## config.mk

```make
export PLATFORM = sky130hd
export DESIGN_NAME = conv_layer_sequencer_flat
export DESIGN_NICKNAME = d
export VERILOG_FILES = /design/src/rtl/conv_pkg.sv /design/src/rtl/conv_layer_sequencer_if.sv /design/src/rtl/conv_seq_watchdog.sv /design/src/rtl/conv_layer_sequencer.sv /design/src/flat_wrapper.sv
export SDC_FILE = /design/constraint.sdc
export NUM_CORES = 1
export LEC_CHECK = 0
export ABC_AREA = 1
export CAP_MARGIN = 0
export CELL_PAD_IN_SITES_DETAIL_PLACEMENT = 0
export CELL_PAD_IN_SITES_GLOBAL_PLACEMENT = 1
export CORE_MARGIN = 3
export CORE_UTILIZATION = 40
export CTS_CLUSTER_SIZE = 24
export DETAILED_ROUTE_END_ITERATION = 10
export DONT_BUFFER_PORTS = 1
export PLACE_DENSITY_LB_ADDON = 0.1
export SLEW_MARGIN = 15
export SYNTH_ARGS = -nofsm -noshare
export SYNTH_HDL_FRONTEND = slang
export SYNTH_HIERARCHICAL = 1
export SYNTH_SLANG_ARGS = --single-unit
```

## constraint.sdc

```tcl
create_clock -name clk -period 5.8 [get_ports clk]
set_clock_uncertainty 0.2 [all_clocks]
set_input_delay 1.45 -clock clk [delete_from_list [all_inputs] [get_ports clk]]
set_output_delay 1.45 -clock clk [all_outputs]
set_load 0.02 [all_outputs]
```

## src/rtl/conv_pkg.sv

```systemverilog
// Shared types and defaults for the convolution layer sequencer.
package conv_pkg;

    typedef enum logic [2:0] {
        S_IDLE,
        S_ISSUE,
        S_WAIT,
        S_ADVANCE,
        S_DONE
    } state_t;

    localparam int DEF_H            = 28;
    localparam int DEF_W            = 28;
    localparam int DEF_CHANNEL_SIZE = DEF_H * DEF_W;
    localparam int DEF_OC           = 7;
    localparam int DEF_IC           = 3;
    localparam int DEF_KTAPS        = 9;

    // Index register width; a single channel still gets one bit.
    function automatic int idx_w(input int n);
        return (n > 1) ? $clog2(n) : 1;
    endfunction

endpackage

```

## src/rtl/conv_layer_sequencer_if.sv

```systemverilog
// Control/address bundle between the layer sequencer (master) and its host/engine (slave).
interface conv_layer_sequencer_if
    import conv_pkg::*;
#(
    parameter int OC     = DEF_OC,
    parameter int IC     = DEF_IC,
    parameter int ADDR_W = 16
);
    logic                   start;
    logic                   abort;
    logic                   conv_done;
    logic                   conv_start;
    logic                   acc_clear;
    logic [idx_w(OC)-1:0]   oc_idx;
    logic [idx_w(IC)-1:0]   ic_idx;
    logic [ADDR_W-1:0]      in_base;
    logic [ADDR_W-1:0]      w_base;
    logic [ADDR_W-1:0]      out_base;
    logic                   cout_done;
    logic                   layer_done;
    logic                   busy;
    logic                   timeout_err;

    modport master (
        input  start, abort, conv_done,
        output conv_start, acc_clear, oc_idx, ic_idx, in_base, w_base, out_base,
               cout_done, layer_done, busy, timeout_err
    );

    modport slave (
        output start, abort, conv_done,
        input  conv_start, acc_clear, oc_idx, ic_idx, in_base, w_base, out_base,
               cout_done, layer_done, busy, timeout_err
    );
endinterface

```

## src/rtl/conv_seq_watchdog.sv

```systemverilog
// Counts consecutive WAIT cycles; flags expiry on the LIMIT-th cycle without an answer.
module conv_seq_watchdog #(
    parameter int LIMIT = 65535
) (
    input  logic clk,
    input  logic rst,
    input  logic run,
    output logic expired
);
    localparam int CW = $clog2(LIMIT + 1);

    logic [CW-1:0] cnt;

    always_ff @(posedge clk or negedge rst) begin
        if (!rst) begin
            cnt <= '0;
        end else if (run) begin
            cnt <= cnt + 1'b1;
        end else begin
            cnt <= '0;
        end
    end

    assign expired = run && (cnt == CW'(LIMIT - 1));

endmodule

```

## src/rtl/conv_layer_sequencer.sv

```systemverilog
// Walks all (oc, ic) passes of a conv layer, ic inner, commanding the MAC engine.
// Optional watchdog on the engine handshake: define CONV_SEQ_TIMEOUT_EN.
module conv_layer_sequencer
    import conv_pkg::*;
#(
    parameter int CHANNEL_SIZE   = DEF_CHANNEL_SIZE,
    parameter int OC             = DEF_OC,
    parameter int IC             = DEF_IC,
    parameter int KTAPS          = DEF_KTAPS,
    parameter int ADDR_W         = 16,
    parameter int TIMEOUT_CYCLES = 65535
) (
    input  logic                  clk,
    input  logic                  rst,
    conv_layer_sequencer_if.master ifc
);
    localparam int OW = idx_w(OC);
    localparam int IW = idx_w(IC);

    state_t              state;
    logic [OW-1:0]       oc_q, oc_nxt;
    logic [IW-1:0]       ic_q, ic_nxt;
    logic                last_ic, last_oc;
    logic [ADDR_W-1:0]   in_base_q, w_base_q, out_base_q;
    logic                conv_start_q, acc_clear_q, cout_done_q, layer_done_q;

    function automatic logic [ADDR_W-1:0] chan_base(input int idx);
        return ADDR_W'(idx * CHANNEL_SIZE);
    endfunction

    function automatic logic [ADDR_W-1:0] kern_base(input int o, input int i);
        return ADDR_W'((o * IC + i) * KTAPS);
    endfunction

    always_comb begin
        last_ic = (ic_q == IW'(IC - 1));
        last_oc = (oc_q == OW'(OC - 1));
        ic_nxt  = last_ic ? '0 : ic_q + 1'b1;
        oc_nxt  = last_ic ? (last_oc ? '0 : oc_q + 1'b1) : oc_q;
    end

`ifdef CONV_SEQ_TIMEOUT_EN
    logic timeout_q;
    logic wd_expired;

    conv_seq_watchdog #(.LIMIT(TIMEOUT_CYCLES)) u_watchdog (
        .clk     (clk),
        .rst     (rst),
        .run     (state == S_WAIT),
        .expired (wd_expired)
    );
`endif

    always_ff @(posedge clk or negedge rst) begin
        if (!rst) begin
            state        <= S_IDLE;
            oc_q         <= '0;
            ic_q         <= '0;
            in_base_q    <= '0;
            w_base_q     <= '0;
            out_base_q   <= '0;
            conv_start_q <= 1'b0;
            acc_clear_q  <= 1'b0;
            cout_done_q  <= 1'b0;
            layer_done_q <= 1'b0;
`ifdef CONV_SEQ_TIMEOUT_EN
            timeout_q    <= 1'b0;
`endif
        end else begin
            conv_start_q <= 1'b0;
            acc_clear_q  <= 1'b0;
            cout_done_q  <= 1'b0;
            layer_done_q <= 1'b0;
            // Abort outranks everything, including a conv_done in the same cycle.
            if (state != S_IDLE && ifc.abort) begin
                state      <= S_IDLE;
                oc_q       <= '0;
                ic_q       <= '0;
                in_base_q  <= '0;
                w_base_q   <= '0;
                out_base_q <= '0;
            end else begin
                case (state)
                    S_IDLE: begin
                        if (ifc.start) begin
                            state        <= S_ISSUE;
                            oc_q         <= '0;
                            ic_q         <= '0;
                            in_base_q    <= '0;
                            w_base_q     <= '0;
                            out_base_q   <= '0;
                            conv_start_q <= 1'b1;
                            acc_clear_q  <= 1'b1;
`ifdef CONV_SEQ_TIMEOUT_EN
                            timeout_q    <= 1'b0;
`endif
                        end
                    end
                    S_ISSUE: state <= S_WAIT;
                    S_WAIT: begin
                        if (ifc.conv_done) begin
                            state       <= S_ADVANCE;
                            cout_done_q <= last_ic;
                        end
`ifdef CONV_SEQ_TIMEOUT_EN
                        else if (wd_expired) begin
                            state      <= S_IDLE;
                            oc_q       <= '0;
                            ic_q       <= '0;
                            in_base_q  <= '0;
                            w_base_q   <= '0;
                            out_base_q <= '0;
                            timeout_q  <= 1'b1;
                        end
`endif
                    end
                    S_ADVANCE: begin
                        // Bases are computed from the next indices so they are valid in ISSUE.
                        oc_q       <= oc_nxt;
                        ic_q       <= ic_nxt;
                        in_base_q  <= chan_base(int'(ic_nxt));
                        w_base_q   <= kern_base(int'(oc_nxt), int'(ic_nxt));
                        out_base_q <= chan_base(int'(oc_nxt));
                        if (last_ic && last_oc) begin
                            state        <= S_DONE;
                            layer_done_q <= 1'b1;
                        end else begin
                            state        <= S_ISSUE;
                            conv_start_q <= 1'b1;
                            acc_clear_q  <= (ic_nxt == '0);
                        end
                    end
                    S_DONE:  state <= S_IDLE;
                    default: state <= S_IDLE;
                endcase
            end
        end
    end

    assign ifc.conv_start = conv_start_q;
    assign ifc.acc_clear  = acc_clear_q;
    assign ifc.cout_done  = cout_done_q;
    assign ifc.layer_done = layer_done_q;
    assign ifc.oc_idx     = oc_q;
    assign ifc.ic_idx     = ic_q;
    assign ifc.in_base    = in_base_q;
    assign ifc.w_base     = w_base_q;
    assign ifc.out_base   = out_base_q;
    assign ifc.busy       = (state != S_IDLE);

`ifdef CONV_SEQ_TIMEOUT_EN
    assign ifc.timeout_err = timeout_q;
`else
    // Watchdog compiled out; the term only keeps TIMEOUT_CYCLES referenced.
    assign ifc.timeout_err = 1'b0 && (TIMEOUT_CYCLES != 0);
`endif

endmodule
```

## src/flat_wrapper.sv

```systemverilog
// flat-port wrapper written by rule: the top's interface ports become plain ports
module conv_layer_sequencer_flat import conv_pkg::*;
#(
    parameter int CHANNEL_SIZE   = DEF_CHANNEL_SIZE,
    parameter int OC             = DEF_OC,
    parameter int IC             = DEF_IC,
    parameter int KTAPS          = DEF_KTAPS,
    parameter int ADDR_W         = 16,
    parameter int TIMEOUT_CYCLES = 65535
)
  (clk, rst, ifc_start, ifc_abort, ifc_conv_done, ifc_conv_start, ifc_acc_clear, ifc_oc_idx, ifc_ic_idx, ifc_in_base, ifc_w_base, ifc_out_base, ifc_cout_done, ifc_layer_done, ifc_busy, ifc_timeout_err);
  conv_layer_sequencer_if #(.OC(OC), .IC(IC), .ADDR_W(ADDR_W)) ifc_i ();
  input  logic clk;
  input  logic rst;
  input wire logic [$bits(ifc_i.start)-1:0] ifc_start;
  input wire logic [$bits(ifc_i.abort)-1:0] ifc_abort;
  input wire logic [$bits(ifc_i.conv_done)-1:0] ifc_conv_done;
  output wire logic [$bits(ifc_i.conv_start)-1:0] ifc_conv_start;
  output wire logic [$bits(ifc_i.acc_clear)-1:0] ifc_acc_clear;
  output wire logic [$bits(ifc_i.oc_idx)-1:0] ifc_oc_idx;
  output wire logic [$bits(ifc_i.ic_idx)-1:0] ifc_ic_idx;
  output wire logic [$bits(ifc_i.in_base)-1:0] ifc_in_base;
  output wire logic [$bits(ifc_i.w_base)-1:0] ifc_w_base;
  output wire logic [$bits(ifc_i.out_base)-1:0] ifc_out_base;
  output wire logic [$bits(ifc_i.cout_done)-1:0] ifc_cout_done;
  output wire logic [$bits(ifc_i.layer_done)-1:0] ifc_layer_done;
  output wire logic [$bits(ifc_i.busy)-1:0] ifc_busy;
  output wire logic [$bits(ifc_i.timeout_err)-1:0] ifc_timeout_err;
  assign ifc_i.start = ifc_start;
  assign ifc_i.abort = ifc_abort;
  assign ifc_i.conv_done = ifc_conv_done;
  assign ifc_conv_start = ifc_i.conv_start;
  assign ifc_acc_clear = ifc_i.acc_clear;
  assign ifc_oc_idx = ifc_i.oc_idx;
  assign ifc_ic_idx = ifc_i.ic_idx;
  assign ifc_in_base = ifc_i.in_base;
  assign ifc_w_base = ifc_i.w_base;
  assign ifc_out_base = ifc_i.out_base;
  assign ifc_cout_done = ifc_i.cout_done;
  assign ifc_layer_done = ifc_i.layer_done;
  assign ifc_busy = ifc_i.busy;
  assign ifc_timeout_err = ifc_i.timeout_err;
  conv_layer_sequencer #(.CHANNEL_SIZE(CHANNEL_SIZE), .OC(OC), .IC(IC), .KTAPS(KTAPS), .ADDR_W(ADDR_W), .TIMEOUT_CYCLES(TIMEOUT_CYCLES)) u_core (.clk(clk), .rst(rst), .ifc(ifc_i));
endmodule
```

* Word level (Yosys, flattened, before mapping) *
Index checks and enable logic that the tools add are counted.

storage, ports and cells
  flip-flop bits (word level) = 60
  input bits = 5

operators by class
  add/sub/neg operators = 3
  multipliers = 4
  equality and inequality tests = 7
  multiplexer cells = 34
  reduce and logical (&&, ||, !) cells = 8

operators with widths
  operator                                                                  number
  16-bit one-hot mux with 2 select lines                                    3
  16-bit 2-to-1 mux                                                         4
  32-bit by 3-bit adder with 32-bit output                                  1
  32-bit by 5-bit multiplier with 16-bit output (second input constant)     1
  3-bit 2-to-1 mux                                                          8
  3-bit one-hot mux with 4 select lines                                     1
  1-bit 2-to-1 mux                                                          11
  3-bit by 6-bit multiplier with 9-bit output (second input constant)       1
  2-bit by 6-bit multiplier with 8-bit output (second input constant)       1
  3-bit by 2-bit == test with 1-bit output (second input constant)          2
  2-bit 2-to-1 mux                                                          3
  3-bit by 2-bit inequality test with 1-bit output (second input constant)  2
  3-bit one-hot mux with 2 select lines                                     1
  3-bit nonzero test                                                        2
  3-bit by 2-bit multiplier with 5-bit output (second input constant)       1
  1-bit one-hot mux with 2 select lines                                     2
  2-bit one-hot mux with 2 select lines                                     1
  2-bit AND reduction                                                       2
  3-bit by 1-bit adder with 3-bit output (second input constant)            1
  3-bit by 1-bit == test with 1-bit output (second input constant)          1
  3-bit == test (second input constant)                                     1
  3-bit zero test                                                           1
  2-bit by 1-bit adder with 2-bit output (second input constant)            1
  2-bit == test (second input constant)                                     1
  2 further kinds                                                           3

* Logic depth before layout (Yosys ltp) *
  word-level depth = 8
  gate-level depth with buffers = 20

* Least setup slack after synthesis *
No wires, ideal clock.

  path kind = reg2reg
  start point = register, netlist name u_core/ifc.in_base[5]
  end point = register u_core.w_base_q[6], in the netlist u_core/ifc.w_base[6]
  data arrival time = 3346 ps
  path slack = 2136 ps
  cell stages (with the launch flop) = 18
  buffers on the path = 0
  cell sequence = dfrtp_1 > inv_1 > nor2_2 > nor2_1 > a21oi_1 > fa_1 > ha_1 > fa_1 > inv_1 > nand2_1 > nand2_1 > ha_1 > ha_1 > inv_1 > fa_1 > nor2_1 > nand3b_1 > nand2_1

RTL lines
  item                  line                         RTL
  to (signal assigned)  conv_layer_sequencer.sv:122  w_base_q <= kern_base(int'(oc_nxt), int'(ic_nxt));
  to (decl)             conv_layer_sequencer.sv:24   logic [ADDR_W-1:0] in_base_q, w_base_q, out_base_q;

* Worst setup path after layout *
  start point = register u_core.oc_q[0], in the netlist u_core/ifc.oc_idx[0]
  end point = register u_core.w_base_q[6], in the netlist u_core/ifc.w_base[6]

between the ends
  word-level cells in the longest chain between the ends = 8
  elaborated cells on any way between the ends = 9
  those cells by class = add/sub: 2; mul: 2; eq/ne: 1; mux: 4

ends and longest elaborated chain
  item                                                                            line                                                    RTL
  from (decl)                                                                     conv_layer_sequencer.sv:21                              logic [OW-1:0] oc_q, oc_nxt;
  from (signal assigned)                                                          conv_layer_sequencer.sv:119                             oc_q <= oc_nxt;
  3-bit by 1-bit adder with 3-bit output / 3-bit == test (equally long branches)  conv_layer_sequencer.sv:39, conv_layer_sequencer.sv:37
  3-bit 2-to-1 mux                                                                conv_layer_sequencer.sv:39                              oc_nxt = last_ic ? (last_oc ? '0 : oc_q + 1'b1) : oc_q;
  3-bit 2-to-1 mux *                                                              conv_layer_sequencer.sv:39
  3-bit by 2-bit multiplier with 5-bit output *                                   conv_layer_sequencer.sv:32                              return ADDR_W'((o * IC + i) * KTAPS);
  32-bit by 3-bit adder with 32-bit output *                                      conv_layer_sequencer.sv:32
  32-bit by 5-bit multiplier with 16-bit output *                                 conv_layer_sequencer.sv:32
  16-bit one-hot mux with 2 select lines *                                        conv_layer_sequencer.sv:83                              case (state)
  16-bit 2-to-1 mux *                                                             conv_layer_sequencer.sv:75                              if (state != S_IDLE && ifc.abort) begin

Every way passes the cells marked *; elsewhere a longest branch is shown, timed or not.
A chain may end at the register's enable or synchronous reset.

==> flow_metrics.env <==
export IMPL_final_common_cell="nand2_1"
export IMPL_cp_end_kind="register"
export IMPL_critPathMaxStageDelay_ns=0.79
export IMPL_slew_headroom_pct=44.2
export IMPL_path_cells="inv_1 > nand3_1 > nand2_1 > a21oi_1 > fa_1 > ha_1 > fa_1 > inv_1 > nand2_1 > nand2_1 > ha_1 > ha_1 > inv_1 > fa_1 > nor2_1 > nand3b_1 > nand2_1"
export IMPL_placed_cells=268
export IMPL_slowest_stage="dfrtp_1"
export IMPL_crit_arrival_ns=4.35
export IMPL_setup_tns_ns=0
export IMPL_crit_required_ns=5.76
export IMPL_avgSynthCellArea_um2=8.22
export IMPL_syn_inst=232
export IMPL_ys_warnings_count=6
export IMPL_postCtsHoldBufs=0
export IMPL_overflow=0
export IMPL_gr_usage_all_layers_pct=15.4
export IMPL_ctsResizeCount=0
export IMPL_fin_nets=242
export IMPL_htree_levels=1
export IMPL_cts_setup_buffers=0
export IMPL_cp_start_kind="register"
export IMPL_timing_rr_start="u_core/ifc.oc_idx[0]"
export IMPL_finalSetupViolations=0
export IMPL_cts_buffers=3
export IMPL_crit_type="register to register"
export IMPL_root_buffer="clkbuf_8"
export IMPL_cap_violations=0
export IMPL_dieArea_um2=5630
export IMPL_io_buffers=0
export IMPL_ir_drop_mv=0.0954
export IMPL_hpwl_mm=2.95
export IMPL_crit_path_frequent_cell="nand2_1"
export IMPL_reg2reg_to="u_core/ifc.w_base[6]"
export IMPL_hold_path_class="register to register"
export IMPL_rrSetupSlack_ns=1.42
export IMPL_drt_total_wl_mm=4.07
export IMPL_vias=1367
export IMPL_grt_pass1_wl_mm=6.68
export IMPL_syn_area_um2=1910
export IMPL_grt_pass1_vias=1377
export IMPL_ys_ff_latch=28
export IMPL_cts_sinks=28
export IMPL_outcome="complete, no violations"
export IMPL_viasPerCell=5.04
export IMPL_fin_crit_ns=4.38
export IMPL_ys_seq_area_share_pct=36.7
export IMPL_most_common_layout_cells="nand2_1, dfrtp_1, conb_1, nand4_1, inv_1"
export IMPL_synth_cell_type_count=27
export IMPL_io_pins=64
export IMPL_cts_tree="done"
export IMPL_p_per_area_nw_per_um2=315
export IMPL_finalNonFillerCells=271
export IMPL_finalMaxSlewViolations=0
export IMPL_ant_nets=0
export IMPL_initial_core_util_pct=42.6
export IMPL_endpoint="u_core/ifc.w_base[6]"
export IMPL_die_h_um=75.1
export IMPL_drt_iter0_markers=57
export IMPL_critPathLaunch="u_core/ifc.oc_idx[0]"
export IMPL_drive_above_1_share_pct=6.39
export IMPL_fmax_mhz=228
export IMPL_antenna_found_initial=0
export IMPL_reg2reg_depth=17
export IMPL_wl_per_cell_um=15.0
export IMPL_cts_buffer_depth=2
export IMPL_hold_viol=0
export IMPL_core_area_um2=4470
export IMPL_grt_max_degree=29
export IMPL_rsz0062_at_grt="no"
export IMPL_hold_ws_ns=0.429
export IMPL_area_growth_pct=-5.25
export IMPL_die_w_um=75.1
export IMPL_drt_first_pass_iters=4
export IMPL_drc=0
export IMPL_clkLatencyLatePin_ns=0.27
export IMPL_fin_util_pct=40.4
export IMPL_std_cell_rows=24
export IMPL_place_congestion=0.746
export IMPL_clk_pin_slew_ns=0.10
export IMPL_period_share_pct=75.6
export IMPL_p_leak_nw=1.04
export IMPL_critPathMaxFanout=8
export IMPL_antenna_cells=0
export IMPL_tightest_slew_ns=0.836
-- synthesized netlist by cell type --
cell type,number,area share [%]
a21oi_1,5,1.3
nor2_2,2,0.66
nand2_4,1,0.59
fa_1,3,3.1
o21ai_2,1,0.46
o21ai_0,1,0.26
inv_1,18,3.5
nand3_2,1,0.52
nand3b_1,1,0.39
nor4_1,2,0.66
inv_2,4,0.79
xor2_1,1,0.46
o21ai_1,1,0.26
nor2_1,11,2.2
nand3_4,1,0.92
nand2_1,63,12
buf_4,38,15
o211ai_1,1,0.39
buf_2,3,0.79
conb_1,1,0.20
nand3_1,7,1.8
nand4_1,21,6.9
nand2_2,1,0.33
dfrtp_1,28,37
nor3_1,2,0.52
or2_1,1,0.33
ha_1,13,8.5
-- registers in the layout, summed over array words and instances, names as in the netlist --
signal	count
u_core/ifc.acc_clear	1
u_core/ifc.conv_start	1
u_core/ifc.cout_done	1
u_core/ifc.ic_idx	1
u_core/ifc.in_base	4
u_core/ifc.layer_done	1
u_core/ifc.oc_idx	2
u_core/ifc.out_base	5
u_core/ifc.w_base	9
u_core/state	3
-- cells by family after synthesis --
| family | count (synthesis) | synth area share, % |
|---|---|---|
| AOI/OAI and AO/OA | 9 | 2.69 |
| xor gates and xnor gates | 1 | 0.459 |
| adders and majority gates | 16 | 11.7 |
| buffers and inverters | 63 | 20.1 |
| DFF | 28 | 36.7 |
| other | 1 | 0.197 |
| and+or+nand+nor | 114 | 28.2 |
-- where the power goes --
part           internal (mW)  leakage, nW  switching, mW  total (mW)
logic                 0.0456        0.635          0.143       0.188
clock network         0.0466       0.0216         0.0591       0.106
registers              0.220        0.385         0.0550       0.275
-- worst min path at each step --
stage | to | cells after the start | startpoint | slack (ns)
after floorplan | u_core/state[0] | 3 | u_core/state[2] | 0.36
after global placement | u_core/state[0] | 3 | u_core/state[2] | 0.41
after detailed placement | u_core/state[0] | 3 | u_core/state[2] | 0.41
after CTS | u_core/state[0] | 3 | u_core/state[2] | 0.43
after global routing | u_core/ifc.out_base[10] | 2 | u_core/ifc.out_base[10] | 0.49
final | u_core/ifc.cout_done | 3 | u_core/state[0] | 0.43
-- worst max-delay path, delay by kind of cell, from the launching register on --
kind                       cells  cell delay (ns)
adders and majority gates      6             1.89
DFF                            1             0.79
and+or+nand+nor                7             0.70
AOI/OAI and AO/OA              1             0.39
buffers and inverters          3             0.28
-- through the flow --
stage | worst slack [ns] | total power, mW | instance area, µm²
6_report | 1.42 | 0.569 | 1810
2_1_floorplan | 2.14 | 0.458 | 2000
3_3_place_gp | 1.70 | 0.467 | 1770
5_1_grt | 1.02 | 0.613 | 1810
3_5_place_dp | 1.48 | 0.471 | 1770
4_1_cts | 1.45 | 0.581 | 1810
-- layout make-up --
| type | instances | area (µm²) |
|---|---|---|
| Fill cell | 487 | 2670 |
| Clock buffer | 3 | 41.3 |
| Multi-Input combinational cell | 166 | 918 |
| Tap cell | 52 | 65.1 |
| Inverter | 22 | 82.6 |
| Sequential cell | 28 | 701 |
-- routing by layer --
layer / global-route usage (%) / vias up / routed length, µm / part of all wire, %
li1: - / 669 / - / -
met3: 2.00 / 2 / 257 / 6.3
met4: 5.53 / 0 / 36 / 0.89
met2: 26.6 / 44 / 2090 / 51
met1: 19.5 / 652 / 1680 / 41
met5: 0 / - / 0 / 0
No activity file was read; power rests on OpenSTA's default activity.
